`src/rtl/model_sched_pkg.sv`:
```
// Shared types and constants for the model evaluation scheduler.
// Holds the FSM state encoding and requester-id width helpers.
package model_sched_pkg;

  typedef enum logic [1:0] {
    IDLE  = 2'd0,
    ISSUE = 2'd1,
    WAIT  = 2'd2,
    RESP  = 2'd3
  } state_e;

  localparam int DEF_NUM_REQ = 4;
  localparam int DEF_TIMEOUT = 255;

  // Width of a requester id; never below one bit.
  function automatic int id_w(input int n);
    return (n < 2) ? 1 : $clog2(n);
  endfunction

  typedef logic [id_w(DEF_NUM_REQ)-1:0] id_t;

endpackage

```
`src/rtl/rr_pick.sv`:
```
// Rotating-priority encoder: first set bit of valid, searching upward
// from ptr and wrapping at N.
module rr_pick #(
  parameter int N    = 4,
  parameter int ID_W = 2
) (
  input  logic [N-1:0]    valid,
  input  logic [ID_W-1:0] ptr,
  output logic [ID_W-1:0] grant,
  output logic            any
);

  int s;

  always_comb begin
    grant = '0;
    any   = 1'b0;
    s     = 0;
    for (int i = 0; i < N; i++) begin
      s = int'(ptr) + i;
      if (s >= N) s = s - N;
      if (!any && valid[ID_W'(s)]) begin
        any   = 1'b1;
        grant = ID_W'(s);
      end
    end
  end

endmodule

```
`src/rtl/model_eval_scheduler.sv`:
```
// Shares one model evaluation port among NUM_REQ requesters: round-robin
// grant, one evaluation in flight, per-evaluation timeout, tagged response.
//
// Handshakes: req_ready is a one-cycle accept pulse for the granted
// requester; mdl_valid holds until mdl_ready; mdl_done is a single-cycle
// result pulse honoured only while an evaluation is outstanding; rsp_valid
// and rsp_* hold until the cycle rsp_ready is seen high.
module model_eval_scheduler
  import model_sched_pkg::*;
#(
  parameter int NUM_REQ = 4,
  parameter int DATA_W  = 1,
  parameter int TIMEOUT = DEF_TIMEOUT,
  parameter int TO_W    = 8,
  localparam int ID_W   = id_w(NUM_REQ)
) (
  input  logic                      clk,
  input  logic                      rst_n,
  input  logic [NUM_REQ-1:0]        req_valid,
  input  logic [NUM_REQ*DATA_W-1:0] req_data,
  output logic [NUM_REQ-1:0]        req_ready,
  output logic                      rsp_valid,
  input  logic                      rsp_ready,
  output logic [ID_W-1:0]           rsp_id,
  output logic [DATA_W-1:0]         rsp_data,
  output logic                      rsp_err,
  output logic                      mdl_valid,
  output logic [DATA_W-1:0]         mdl_in,
  input  logic                      mdl_ready,
  input  logic                      mdl_done,
  input  logic [DATA_W-1:0]         mdl_out,
  output logic                      busy,
  output state_e                    dbg_state
);

  state_e            state, state_n;
  logic [ID_W-1:0]   ptr, gid, grant;
  logic [TO_W-1:0]   cnt;
  logic [TO_W:0]     cnt_inc;
  logic [DATA_W-1:0] opnd, opnd_sel, rdata;
  logic              rerr, any, accept, done_ok, timed_out, timeout_hit;

  rr_pick #(.N(NUM_REQ), .ID_W(ID_W)) u_pick (
    .valid (req_valid),
    .ptr   (ptr),
    .grant (grant),
    .any   (any)
  );

  always_comb begin
    opnd_sel = '0;
    for (int i = 0; i < NUM_REQ; i++)
      if (grant == ID_W'(i)) opnd_sel = req_data[i*DATA_W +: DATA_W];
  end

  // Expiry is judged on the post-increment count so ISSUE+WAIT never
  // lasts more than TIMEOUT cycles.
  assign cnt_inc     = {1'b0, cnt} + 1'b1;
  assign timeout_hit = (cnt_inc == (TO_W+1)'(TIMEOUT));

  always_comb begin
    state_n   = state;
    accept    = 1'b0;
    done_ok   = 1'b0;
    timed_out = 1'b0;
    case (state)
      IDLE: if (any && rst_n) begin
        accept  = 1'b1;
        state_n = ISSUE;
      end
      ISSUE: begin
        if (mdl_ready && mdl_done) done_ok   = 1'b1;
        else if (timeout_hit)      timed_out = 1'b1;
        else if (mdl_ready)        state_n   = WAIT;
      end
      WAIT: begin
        if (mdl_done)         done_ok   = 1'b1;
        else if (timeout_hit) timed_out = 1'b1;
      end
      RESP: if (rsp_ready) state_n = IDLE;
      default: state_n = IDLE;
    endcase
    if (done_ok || timed_out) state_n = RESP;
  end

  always_comb begin
    req_ready = '0;
    for (int i = 0; i < NUM_REQ; i++)
      req_ready[i] = accept && (grant == ID_W'(i));
  end

  always_ff @(posedge clk or negedge rst_n) begin
    if (!rst_n) begin
      state <= IDLE;
      ptr   <= '0;
      gid   <= '0;
      cnt   <= '0;
      opnd  <= '0;
      rdata <= '0;
      rerr  <= 1'b0;
    end else begin
      state <= state_n;
      if (accept) begin
        opnd <= opnd_sel;
        gid  <= grant;
        cnt  <= '0;
      end else if (state == ISSUE || state == WAIT) begin
        cnt <= cnt + 1'b1;
      end
      if (done_ok) begin
        rdata <= mdl_out;
        rerr  <= 1'b0;
      end else if (timed_out) begin
        rdata <= '0;
        rerr  <= 1'b1;
      end
      if (state == RESP && rsp_ready)
        ptr <= (gid == ID_W'(NUM_REQ-1)) ? '0 : gid + 1'b1;
    end
  end

  assign mdl_valid = (state == ISSUE);
  assign mdl_in    = opnd;
  assign rsp_valid = (state == RESP);
  assign rsp_id    = gid;
  assign rsp_data  = rdata;
  assign rsp_err   = rerr;
  assign busy      = (state != IDLE);
  assign dbg_state = state;

endmodule
```
`config.mk`:
```
export PLATFORM = sky130hd
export DESIGN_NAME = model_eval_scheduler
export DESIGN_NICKNAME = d
export VERILOG_FILES = /design/src/rtl/model_sched_pkg.sv /design/src/rtl/rr_pick.sv /design/src/rtl/model_eval_scheduler.sv
export SDC_FILE = /design/constraint.sdc
export NUM_CORES = 1
export LEC_CHECK = 0
export ABC_AREA = 1
export BUFFER_PORTS_ARGS = -buffer_cell sky130_fd_sc_hd__clkbuf_2
export CORE_ASPECT_RATIO = 1.2
export CORE_MARGIN = 2
export CORE_UTILIZATION = 25
export DETAILED_ROUTE_END_ITERATION = 8
export MAX_ROUTING_LAYER = met4
export PLACE_DENSITY = 0.4
export SLEW_MARGIN = 20
export SYNTH_ARGS = -nofsm -noshare
export SYNTH_HDL_FRONTEND = slang
export SYNTH_SLANG_ARGS = --single-unit
```
`constraint.sdc`:
```
create_clock -name clk -period 5 [get_ports clk]
set_clock_uncertainty 0.1 [all_clocks]
set_input_delay 1 -clock clk [delete_from_list [all_inputs] [get_ports clk]]
set_output_delay 1 -clock clk [all_outputs]
set_load 0.01 [all_outputs]
```
After elaboration in Yosys (flattened, before gate mapping)

Cells that the tools add are included.

Flip-flop bits (word level): 17
Input bits: 14
Output and inout bits: 14
Word-level logic and storage cells: 111

$add $sub $neg: 10
$lt $le $gt $ge: 8
Equal/unequal tests: 13
Multiplexer cells: 51
Reductions and logical operators: 22

Operators with widths:

| cell                | number |
|---|---|
| $mux 2              | 15 |
| $mux 1              | 27 |
| $lt 2x4->1 const B  | 4 |
| $mux 8              | 2 |
| $eq 2x2->1 const B  | 5 |
| $logic_and 1x1->1   | 10 |
| $add 8x1->9 const B | 1 |
| $eq 9x8->1 const B  | 1 |
| $ge 3x3->1 const B  | 3 |
| $add 8x1->8 const B | 1 |
| $bmux 1 s2          | 4 |
| $sub 2x1->2 const B | 4 |
| $add 2x2->3 const B | 2 |
| $ne 3x1->1 const B  | 2 |
| $ne 3x2->1 const B  | 2 |
| $pmux 2 s3          | 1 |
| $reduce_and 6->1    | 1 |
| $reduce_bool 2->1   | 3 |
| $eq 2x1->1 const B  | 2 |
| $logic_not 2->1     | 2 |
| $pmux 1 s2          | 2 |
| $reduce_bool 4->1   | 1 |
| $add 2x1->3 const B | 1 |
| $ge 2x3->1 const B  | 1 |
| other kinds (4)     | 7 |

Depth between registers and ports, before layout

Word-level depth: 20
Depth in mapped cells: 14
Depth with buffers taken out: 14

Modules after synthesis

Synthesis repeated with hierarchy kept, for this count alone.

Cells, all modules: 201
Area total of the unflattened synthesis: 1385.1 µm²

By module, submodules not included:

| module               | times used | cells an instance | area an instance (µm²) |
|---|---|---|---|
| model_eval_scheduler | 1          | 142               | 1066.0 |
| rr_pick              | 1          | 59                | 319.1 |

Worst setup path before layout

Ideal clock, no wire load.

Path type: input port to output port
Start point: input port req_valid[1]
End point: output port req_ready[1]
Arrival time: 1982 ps
Data required time: 3900 ps
Slack: 1918 ps
Cell stages on the path: 11
Buffers on the path: 0
Path through: inv_1 -> nand2_4 -> nand3_1 -> nand2_2 -> nor2_4 -> nand3_1 -> nand2_1 -> nand2_2 -> clkinv_1 -> nand2_1 -> nor2_1

Longest elaborated chain between the ends: 17

Ends and longest elaborated chain:

| item                                      | RTL line                   | source |
|---|---|---|
| start, declared                           | model_eval_scheduler.sv:19 | `input logic [NUM_REQ-1:0] req_valid,` |
| $bmux 1 s2                                | rr_pick.sv:22              | `if (!any && valid[ID_W'(s)]) begin` |
| $mux 1 (not written as such) (2 in a row) | rr_pick.sv:22              |  |
| $mux 1                                    | rr_pick.sv:22              |  |
| $logic_not 1->1                           | rr_pick.sv:22              |  |
| $logic_and 1x1->1                         | rr_pick.sv:22              |  |
| $mux 1                                    | rr_pick.sv:22              |  |
| $logic_not 1->1                           | rr_pick.sv:22              |  |
| $logic_and 1x1->1                         | rr_pick.sv:22              |  |
| $mux 1                                    | rr_pick.sv:22              |  |
| $logic_not 1->1                           | rr_pick.sv:22              |  |
| $logic_and 1x1->1                         | rr_pick.sv:22              |  |
| $mux 1                                    | rr_pick.sv:22              |  |
| $logic_and 1x1->1                         | model_eval_scheduler.sv:67 | `IDLE: if (any && rst_n) begin` |
| $mux 1                                    | model_eval_scheduler.sv:67 |  |
| $mux 1                                    | model_eval_scheduler.sv:66 | `case (state)` |
| $logic_and 1x1->1 *                       | model_eval_scheduler.sv:89 | `req_ready[i] = accept && (grant == ID_W'(i));` |
| end, declared                             | model_eval_scheduler.sv:21 | `output logic [NUM_REQ-1:0] req_ready,` |

Mark *: on every way between the ends. The rest lies on a longest branch, timed or not. The select of a mux whose other input is x is not followed.

Worst setup path in the final report

Same ends and word-level chain as after synthesis.

==> impl_results.md <==
- Min-Delay Endpoint: rsp_data
- Critical Path AT: roughly 2300 ps
- Port bufs: 27
- Global route total overflow: 0
- Inserted Clock Buffers: 3
- Slew @ Worst Pin: about 480 ps
- Core area: around 0.0056 mm2
- Hold Path Stages: 2
- Total negative slack: 0 ps
- Nature of the critical path endpoint: output port
- Die X: between 70 and 80 um
- Worst-case clock buffer depth: 2
- H-tree depth: 1
- # clock sinks: 17
- RePlAce Congestion: approximately 0.8
- Post-DP HPWL: 2.648 mm
- Pre-CTS setup slack: between 1500 and 2000 ps
- CTS root buffer: clkbuf_8
- Most common cell in the synthesized netlist: nand2_1
- GRT Overall Usage: 0.1187
- First-pass GRT wire length: around 5.7 mm
- Top cells by count, synth: 76 x nand2_1, 25 x inv_1, 18 x nand3_1
- Reg2reg start: dbg_state[0]
- Synth top area cells: dfrtp_1 30%, nand2_1 20%, inv_1 6.6%
- LEAKAGE: just over 0.9 nW
- First drt pass iteration count: 4
- Vias: between 1k and 1.5k
- Maximum clock rate: ~290 MHz
- Average size of a mapped cell: about 6.7 um2
- Crit-path max FO: 9
- Run status: finished clean
- Worst r2r dst: rsp_data
- Die Y: roughly 86 um
- Final Hold Fails: 0
- DRC errors left: 0
- WL/cell: 10.86 um
- Area leader, netlist: dfrtp_1
- FP Rows: 30
- Syn Nets: roughly 230
- Worst setup path startpoint: req_valid[1]
- Clk slew on worst S/H paths: approximately 70 ps
- Vias per cell: 4.475
- Max Cap Viol: 0
- Required time of the critical path: around 3900 ps
- Die area: around 0.0063 mm2
- Number of flops mapped to enable cells by yosys: 0
- I/O Pins: 28
- Final critical-path required period: between 3000 and 4000 ps
- Initial antenna violation count: 0
- Slew Viols, Final: 0
- Synthesis-stage register bit count: 17
- Hold path start: rsp_data
- Synth async-reset ratio: 1.000
- Largest net degree at the start of global routing: 19
- Post-synthesis instance total: around 210
- Startpoint Class: primary input
- Min-delay worst type: reg2reg
- R2r worst-path depth: 9
- P&R area growth vs syn: 17.76%
- Mapped cell area: roughly 0.0014 mm2
- Postcts setup bufs: 0
- DRT antenna net count: 0
- Finish-stage setup viols: 0
- Critical path class: in2out
- Starting DRT DRC Count: 58
- Power density over cell area: about 650 mW/mm2
- Hold buffers post-CTS: 0
- Initial core utilization: 0.2550
- Post_cts resized: 0
- Share of cells above drive strength 1: 0.2531
- RSZ-0062 raised after global routing: no
- Vias in the first global route: between 1k and 1.5k
- Share of Yosys cell area claimed by the top area cell type: 0.3004
- Reg-to-reg setup timing slack: about 2800 ps
- Slack of the critical path: roughly 1600 ps
- Yosys Warn Count: 0
- Worst-Skew Late Latency: roughly 250 ps
- Final period util: 0.6838
- Synth Flop Type: dfrtp_1
- Seq/Total Area, Yosys: 0.3004
- Post-Place Cell Area: 0.001623 mm2
- DRT Wirelength: about 3.3 mm
- Max_slew headroom: 0.6768
- CTS tree: built
- Worst-case vdd ir drop: roughly 0.00010 V
- Ant. Diodes: 0
- Layout Nets: ~260
- Fin area: approximately 0.0017 mm2
- Yosys cell types: 29
registers in the layout, summed over array words and instances, names as in the netlist:
register   flops
rsp_err        1
ptr            2
mdl_in         1
rsp_id         2
rsp_data       1
dbg_state      2
cnt            8
where the power goes:
part	switching, W	total [W]	internal (W)
clock network	0.0000497	0.000106	0.0000566
logic	0.000441	0.000694	0.000253
registers	0.0000793	0.000279	0.000199
stage by stage:
stage / std cells / hold slack [ps] / util / power [W]
after floorplan: 211 / 406.6 / - / 0.0008227
after global placement: 301 / 364.2 / 0.2921 / 0.0009968
after detailed placement: 301 / 361.4 / 0.2921 / 0.0009857
after CTS: 305 / 381.4 / 0.3002 / 0.001099
after global routing: 305 / 417.3 / 0.3002 / 0.001216
final: 305 / 375.3 / 0.3002 / 0.001079
worst max path at each step:
| stage | cells past startpoint | endpoint |
|---|---|---|
| floorplan | 11 | req_ready[1] |
| global placement | 14 | req_ready[1] |
| detailed placement | 14 | req_ready[1] |
| CTS | 14 | req_ready[1] |
| global route | 13 | req_ready[1] |
| finish | 14 | req_ready[1] |
worst max-delay path, cell delays in order:
cell and delay [ps]:
clkbuf_2 90, inv_1 100, nand2_4 50, nand3_1 130, nand2_2 100, nor2_4 160, nand3_2 90, nand2_2 80
inv_2 40, nand2_4 120, inv_6 80, nand2_1 110, nor2_1 50, clkbuf_2 120
cells by family after synthesis:
group / count (synthesis) / share of synthesized area
XOR/XNOR: 4 / 0.02474
buffers and inverters: 33 / 0.09716
adder cells (fa/ha/maj): 7 / 0.06183
flip-flops: 17 / 0.3004
AND/OR/NAND/NOR: 133 / 0.4302
AO/OA/AOI/OAI: 17 / 0.08569
placed cells by master, fill, tap and decap left out, types with 5 or more instances in the layout:
master,synthesis,final
nand2_1,76,76
clkbuf_2,0,27
nand3_1,18,18
nand2_2,7,7
inv_1,25,25
nand3_2,5,5
dfrtp_1,17,17
ha_1,7,7
a21oi_1,5,5
nor2_1,17,17
a21oi_2,6,6
cell type report:
cell class                      instances  area [um2]
Multi-Input combinational cell        161       853.3
Timing Repair Buffer                   28       142.6
Clock buffer                            4       45.04
Inverter                               31       121.4
Tap cell                               64       80.08
Sequential cell                        17       425.4
Fill cell                             612        3887
metal layers:
layer	GRT usage	share of wire
met5	-	0
met4	0.04040	0.013
met1	0.1303	0.44
met2	0.2116	0.53
met3	0.02326	0.022
(Power assumes the default switching activity.)
